### config.mk
export PLATFORM = sky130hd
export DESIGN_NAME = pc_sequencer
export DESIGN_NICKNAME = d
export VERILOG_FILES = /design/src/rtl/pc_sequencer.sv
export SDC_FILE = /design/constraint.sdc
export NUM_CORES = 1
export LEC_CHECK = 0
export CAP_MARGIN = 20
export CORE_MARGIN = 2
export CORE_UTILIZATION = 50
export DETAILED_ROUTE_END_ITERATION = 8
export GPL_TIMING_DRIVEN = 0
export PLACE_DENSITY = 0.76
export REMOVE_ABC_BUFFERS = 1
export SYNTH_ARGS = -nofsm -noshare
export SYNTH_HDL_FRONTEND = slang
export SYNTH_SLANG_ARGS = --single-unit
### constraint.sdc
create_clock -name clk -period 6.4 [get_ports clk]
set_input_delay 1.6 -clock clk [delete_from_list [all_inputs] [get_ports clk]]
set_output_delay 1.6 -clock clk [all_outputs]
set_load 0.02 [all_outputs]
### src/rtl/pc_sequencer.sv
// pc_sequencer: program-counter register and next-PC selector with a circular
// return-address stack (RAS). Word-addressed, the PC advances by 1 per instruction.
//
// Ports:
//   clk, reset        rising-edge clock, synchronous active-high reset
//   stall             hold all state and drop every request this cycle
//   jump, instr_index absolute jump to {pc_plus1[31:26], instr_index}
//   call              together with a selected jump, push pc_plus1 onto the RAS
//   ret               pop the RAS; the next PC is the popped address
//   branch_taken,
//   branch_offset     PC-relative branch by a signed word offset from pc_plus1
//   pc                current PC (registered)
//   pc_plus1          pc + 1 (combinational from pc)
//   ras_empty/full    decoded from the registered entry count
//   ras_overflow      sticky: a push happened while the stack was full
//   ras_underflow     sticky: a pop happened while the stack was empty
module pc_sequencer #(
  parameter logic [31:0] RESET_VECTOR = 32'h0000_0000,
  parameter int unsigned RAS_DEPTH    = 8,
  parameter int unsigned RAS_AW       = 3
) (
  input  logic        clk,
  input  logic        reset,
  input  logic        stall,
  input  logic        jump,
  input  logic [25:0] instr_index,
  input  logic        call,
  input  logic        ret,
  input  logic        branch_taken,
  input  logic [15:0] branch_offset,
  output logic [31:0] pc,
  output logic [31:0] pc_plus1,
  output logic        ras_empty,
  output logic        ras_full,
  output logic        ras_overflow,
  output logic        ras_underflow
);

  // Count needs one extra bit to represent RAS_DEPTH itself.
  localparam int unsigned CW = RAS_AW + 1;

  logic [31:0]       ras_mem [RAS_DEPTH];
  logic [RAS_AW-1:0] ptr_q;      // next free slot; top of stack is ptr_q - 1
  logic [CW-1:0]     cnt_q;
  logic [RAS_AW-1:0] top_idx;
  logic [31:0]       ras_top;

  logic [31:0]       pc_d;
  logic [RAS_AW-1:0] ptr_d;
  logic [CW-1:0]     cnt_d;
  logic              ovf_d;
  logic              unf_d;
  logic              push;

  assign pc_plus1  = pc + 32'd1;
  assign ras_empty = (cnt_q == '0);
  assign ras_full  = (cnt_q == CW'(RAS_DEPTH));
  assign top_idx   = ptr_q - RAS_AW'(1);
  assign ras_top   = ras_mem[top_idx];

  // Next-PC select (ret > jump > branch > sequential) and RAS bookkeeping.
  always_comb begin
    pc_d  = pc;
    ptr_d = ptr_q;
    cnt_d = cnt_q;
    ovf_d = ras_overflow;
    unf_d = ras_underflow;
    push  = 1'b0;
    if (!stall) begin
      if (ret) begin
        if (ras_empty) begin
          pc_d  = pc_plus1;
          unf_d = 1'b1;
        end else begin
          pc_d  = ras_top;
          ptr_d = top_idx;
          cnt_d = cnt_q - CW'(1);
        end
      end else if (jump) begin
        pc_d = {pc_plus1[31:26], instr_index};
        if (call) begin
          // When full the pointer still advances, overwriting the oldest slot.
          push  = 1'b1;
          ptr_d = ptr_q + RAS_AW'(1);
          if (ras_full) ovf_d = 1'b1;
          else          cnt_d = cnt_q + CW'(1);
        end
      end else if (branch_taken) begin
        pc_d = pc_plus1 + {{16{branch_offset[15]}}, branch_offset};
      end else begin
        pc_d = pc_plus1;
      end
    end
  end

  // PC, pointer, count and sticky flags.
  always_ff @(posedge clk) begin
    if (reset) begin
      pc            <= RESET_VECTOR;
      ptr_q         <= '0;
      cnt_q         <= '0;
      ras_overflow  <= 1'b0;
      ras_underflow <= 1'b0;
    end else begin
      pc            <= pc_d;
      ptr_q         <= ptr_d;
      cnt_q         <= cnt_d;
      ras_overflow  <= ovf_d;
      ras_underflow <= unf_d;
    end
  end

  // Stack storage needs no reset: the count marks which slots are valid.
  always_ff @(posedge clk) begin
    if (!reset && push) ras_mem[ptr_q] <= pc_plus1;
  end

endmodule

* Word-level counts from Yosys, hierarchy flattened
Memory sizes are Yosys's and may differ from the RTL's.
Cells that the tools add are included.
** Cells by class
- Add/subtract/negate cells :: 6
- Equality and inequality tests :: 3
- Mux-type cells :: 19
- Bitwise operators :: 2
- Reduce and logical (&&, ||, !) cells :: 9
** Operators with widths (number)
- $mux W32 :: 4
- $add A32 B1 Y32 const B :: 1
- $add A32 B32 Y32 :: 1
- $mux W4 :: 5
- $mux W3 :: 4
- $reduce_and A5 Y1 :: 2
- $mux W1 :: 6
- $add A4 B1 Y4 const B :: 1
- $eq A4 B4 Y1 const B :: 1
- $logic_not A4 Y1 :: 1
- $ne A2 B2 Y1 const B :: 2
- $reduce_and A4 Y1 :: 1
- $reduce_bool A2 Y1 :: 2
- $sub A4 B1 Y4 const B :: 1
- $add A3 B1 Y3 const B :: 1
- $reduce_and A3 Y1 :: 1
- $sub A3 B1 Y3 const B :: 1
- $not A1 Y1 :: 2
- $logic_and A1 B1 Y1 :: 1
- $logic_not A1 Y1 :: 1
** Word-level totals
- Bits in registers :: 41
- Bits in writable memories :: 256
- Input port bits :: 49
- Output and inout port bits :: 68
- Logic and storage cells :: 45
- Memories :: 1
** Memories
- ras_mem :: words 8, bits a word 32, rd ports 1, clocked after memory_dff 0, wr ports 1, RTL line 42 : logic [31:0] ras_mem [RAS_DEPTH];

* Logic depth before layout (Yosys ltp)
- Word-level depth :: 7
- Gate-level depth with buffers :: 19
- Mapped depth without buffers :: 15

* Least setup slack after synthesis
OpenSTA, ideal clock, no wires.
- Path kind :: in2reg
- From :: input ret
- To :: memory ras_mem[1][0] (enable)
- Setup time :: 0.461 ns
- Arrival :: 5.088 ns
- Required time :: 5.939 ns
- Path slack :: 0.850 ns
- Stages on the path :: 6
- Buffers on the path :: 2
- Path through :: clkbuf_1 -> or3_1 -> clkbuf_1 -> nor2_1 -> nand3_1 -> nor3_1
** On the way
- Longest elaborated chain between the ends :: 5
** Ends and longest elaborated chain
- from (decl) :: RTL line 28 : input logic ret,
- $mux W1 :: RTL line 70 : if (ret) begin
- $mux W1 :: RTL line 69 : if (!stall) begin
- $logic_and A1 B1 Y1 :: RTL line 115 : if (!reset && push) ras_mem[ptr_q] <= pc_plus1;
- $mux W1 :: RTL line 115
- $mux W1 (implied by the code) :: RTL line 115
- to (decl) :: RTL line 42
No other way between the ends.

* Final worst setup path
- From :: register pc[2]
- To :: output pc_plus1[22]
** On the way
- Longest elaborated chain between the ends :: 1
** Ends and longest elaborated chain
- from (decl) :: RTL line 31 : output logic [31:0] pc,
- from (signal assigned) :: RTL line 105 : pc <= pc_d;
- $add A32 B1 Y32 :: RTL line 55 : assign pc_plus1 = pc + 32'd1;
- to (decl) :: RTL line 32 : output logic [31:0] pc_plus1,
No other way between the ends.

==> key figures <==
Outcome
  – Status: finished clean

Clocking
  – Post-CTS setup buffers: 0
  – Num CTS Buffers: 30
  – Clock tree buffer depth: 3
  – PostCTS Resize Cnt: 0
  – CTS Root Cell: clkbuf_16
  – Cts hold-fix bufs: 0
  – Skew-Pair Late Insertion Delay: 0.56 ns
  – # clock sinks: 297
  – CTS tree: yes
  – Clk pin slew, worst setup/hold paths: 0.06 ns
  – Htree depth: 1

Logic synthesis
  – Sequential element share of the synthesized area: 58.44%
  – Synth area leaders: edfxtp_1 (53%), mux4_2 (9.9%), dfxtp_1 (5.6%)
  – Top cells by count, synth: edfxtp_1 (256), nand2_1 (119), a21oi_1 (83), nor2_1 (71), mux4_2 (64)
  – Ys flop type: edfxtp_1
  – Post-synth top area share: 52.81%
  – Async S/R FF share, synth: 0%
  – Synth Instances: 1101
  – Synth area leader: edfxtp_1
  – Number of synthesized flops with an enable pin: 256
  – Synth cell types: 79
  – Register bit total from synthesis: 297
  – Avg Cell Area, Syn: 13.22 sq um
  – Ys Warns: 0
  – Post-Syn Area: 14560 sq um
  – Top-count cell post-synth: edfxtp_1

Drt
  – Initial drt markers: 1301
  – DRC viols: 0
  – Routed wire per std cell: 24.65 um
  – First drt pass iteration count: 7
  – DRT antenna net count: 0
  – WL final: 40010 um
  – Via Count: 10198
  – Vias per Instance: 6.283

Worst hold path
  – Hold crit path type: reg -> reg

Place
  – Gpl congestion: 0.9312
  – DP Wirelength: 28380 um
  – Placed inst area: 16480 sq um
  – Port bufs: 116

GRT
  – Largest net degree at the start of global routing: 44
  – Gr ovfl total: 0
  – Initial antenna violation count: 0
  – All-Layer GR Usage: 26.18%
  – First-pass GRT wire length: 60700 um
  – Vias in the first global route: 9871

Finish
  – Final Cell Area: 17520 sq um
  – Nets: 1311
  – P&R area growth vs syn: 20.36%
  – Antenna Cells: 0
  – Fill cell count: 2157
  – Fraction of layout cells with a size suffix above 1: 12.99%

STA
  – Hold Vio Cnt, Final: 0
  – RSZ-0062 raised after global routing: false
  – Worst Max-Slew Pin Slew: 1.140 ns
  – Max Freq: 173.5 MHz
  – Final TNS setup: 0 ns
  – Final setup viols: 0
  – Max_slew headroom: 23.46%
  – Period minus WS final: 5.765 ns
  – Fin. max-slew vios: 0
  – Worst clock skew: 0.02121 ns
  – Period utilization: 90.08%
  – Hold_ws: 0.4785 ns

Critical path
  – Worst-path maximum fanout: 12
  – Crit. End Element: output port
  – Crit path required time: 4.80 ns
  – WS Path Type: reg -> out
  – Critical Path AT: 4.17 ns
  – CP startpoint kind: flop

Pwr
  – Sw power: 1393 uW
  – Net Sw Frac: 27.14%
  – Power share of the sequential group: 43.5%
  – Clock power share: 35.7%
  – Pwr Density: 292.8 nW/um^2
  – Leakage: 0.006012 uW
  – VDD IR max: 0.2220 mV
  – Comb pwr share: 20.8%
  – Int Pwr: 3738 uW

Floorplan
  – # rows: 62
  – IO Count: 117
  – Die H: 174.6 um
  – Core ar.: 28700 sq um
  – Horiz. Die Dim: 174.6 um
  – Initial Util: 50.72%
  – Die Area: 30500 sq um

Run
  – Max Cap Viol: 0
-- placed cells by master, fill, tap and decap left out, types with 7 or more instances in the layout --
cell type | Yosys | final
a211oi_1 | 10 | 10
a21o_1 | 14 | 14
a21oi_1 | 83 | 83
a221oi_1 | 17 | 17
a31oi_1 | 7 | 7
and3_1 | 9 | 9
buf_16 | 0 | 9
buf_6 | 0 | 7
clkbuf_1 | 43 | 10
clkbuf_16 | 0 | 31
clkdlybuf4s50_1 | 0 | 115
clkinv_1 | 1 | 7
dfxtp_1 | 41 | 40
edfxtp_1 | 256 | 256
ha_1 | 44 | 43
inv_1 | 28 | 28
mux2i_1 | 10 | 10
mux4_2 | 64 | 64
nand2_1 | 119 | 119
nand3_1 | 24 | 24
nand4_1 | 22 | 22
nor2_1 | 71 | 64
nor3_1 | 11 | 9
o211ai_1 | 11 | 11
o21ai_0 | 30 | 30
o22ai_1 | 8 | 8
xnor2_1 | 35 | 34
xor2_1 | 26 | 25
-- worst paths after layout --
check                                               start                         to  slack, ns  depth (start not counted)
worst min register to register  ras_overflow$_SDFFE_PP0P_  ras_overflow$_SDFFE_PP0P_       0.48                          2
worst min-delay path            ras_overflow$_SDFFE_PP0P_  ras_overflow$_SDFFE_PP0P_       0.48                          2
worst max register to register         pc[0]$_SDFFE_PP0N_        pc[21]$_SDFFE_PP0N_       1.41                         11
worst max-delay path                   pc[2]$_SDFFE_PP0N_               pc_plus1[22]       0.63                          6
-- metal layers --
| metal | part of all wire, % | vias to the layer above | global-route usage, % |
|---|---|---|---|
| met1 | 42 | 5094 | 37.72 |
| met5 | 0 | - | 0 |
| met3 | 6.9 | 73 | 3.155 |
| li1 | - | 4542 | - |
| met4 | 2.6 | 0 | 7.118 |
| met2 | 48 | 489 | 42.59 |
-- power groups by stage --
stage / Clock [uW] / Sequential, uW / Combinational [uW]
after CTS: 1860 / 2230 / 1050
after global routing: 1930 / 2240 / 1140
after detailed placement: 0 / 2270 / 1050
after floorplan: 0 / 2290 / 640
after global placement: 0 / 2290 / 1010
final: 1830 / 2230 / 1070
-- flip-flops by register name (all words and copies together) (netlist names) --
register	cells
ras_overflow	1
ras_mem	256
ras_underflow	1
ptr_q	3
pc	32
cnt_q	4
-- cells by family (layout without fill, tap and decap cells) --
kind of cell    after synthesis  in the layout  synth area share [%]
simple gates                286            286                 9.076
buf+inv                      89            227                 2.492
mux                          75             75                 10.67
fa+ha+maj                    46             46                 4.057
compound gates              246            246                 11.48
xor+xnor                     62             62                 3.782
flops                       297            297                 58.44
-- through the flow --
step	cells	setup slack (ns)	total power (uW)	util, %
floorplan	1042	0.3444	2927	-
global placement	1542	-3.650	3301	55.57
detailed placement	1566	0.3545	3321	57.41
CTS	1621	0.6479	5144	60.99
global route	1623	0.4074	5319	61.05
finish	1623	0.6347	5131	61.05
-- worst max-delay path: stages (launching register included) --
cell and delay, ns:
dfxtp_1 0.53, and4_1 0.48, and3_1 0.44, and3_1 0.40
nand3_1 0.14, xnor2_1 0.85, clkdlybuf4s50_1 0.77
-- area by class of cell --
| cell class | count | area, sq um | share of cell area (%) |
|---|---|---|---|
| well taps | 384 | 480.5 | 2.742 |
| clock buffers | 41 | 813.3 | 4.642 |
| multi-input cells | 715 | 5783 | 33.00 |
| repair buffers | 142 | 1605 | 9.162 |
| clock inverters | 14 | 215.2 | 1.228 |
| inverters | 30 | 112.6 | 0.6427 |
| flip-flops and latches | 297 | 8512 | 48.58 |
Note: power is estimated with default switching activity, not from simulation.
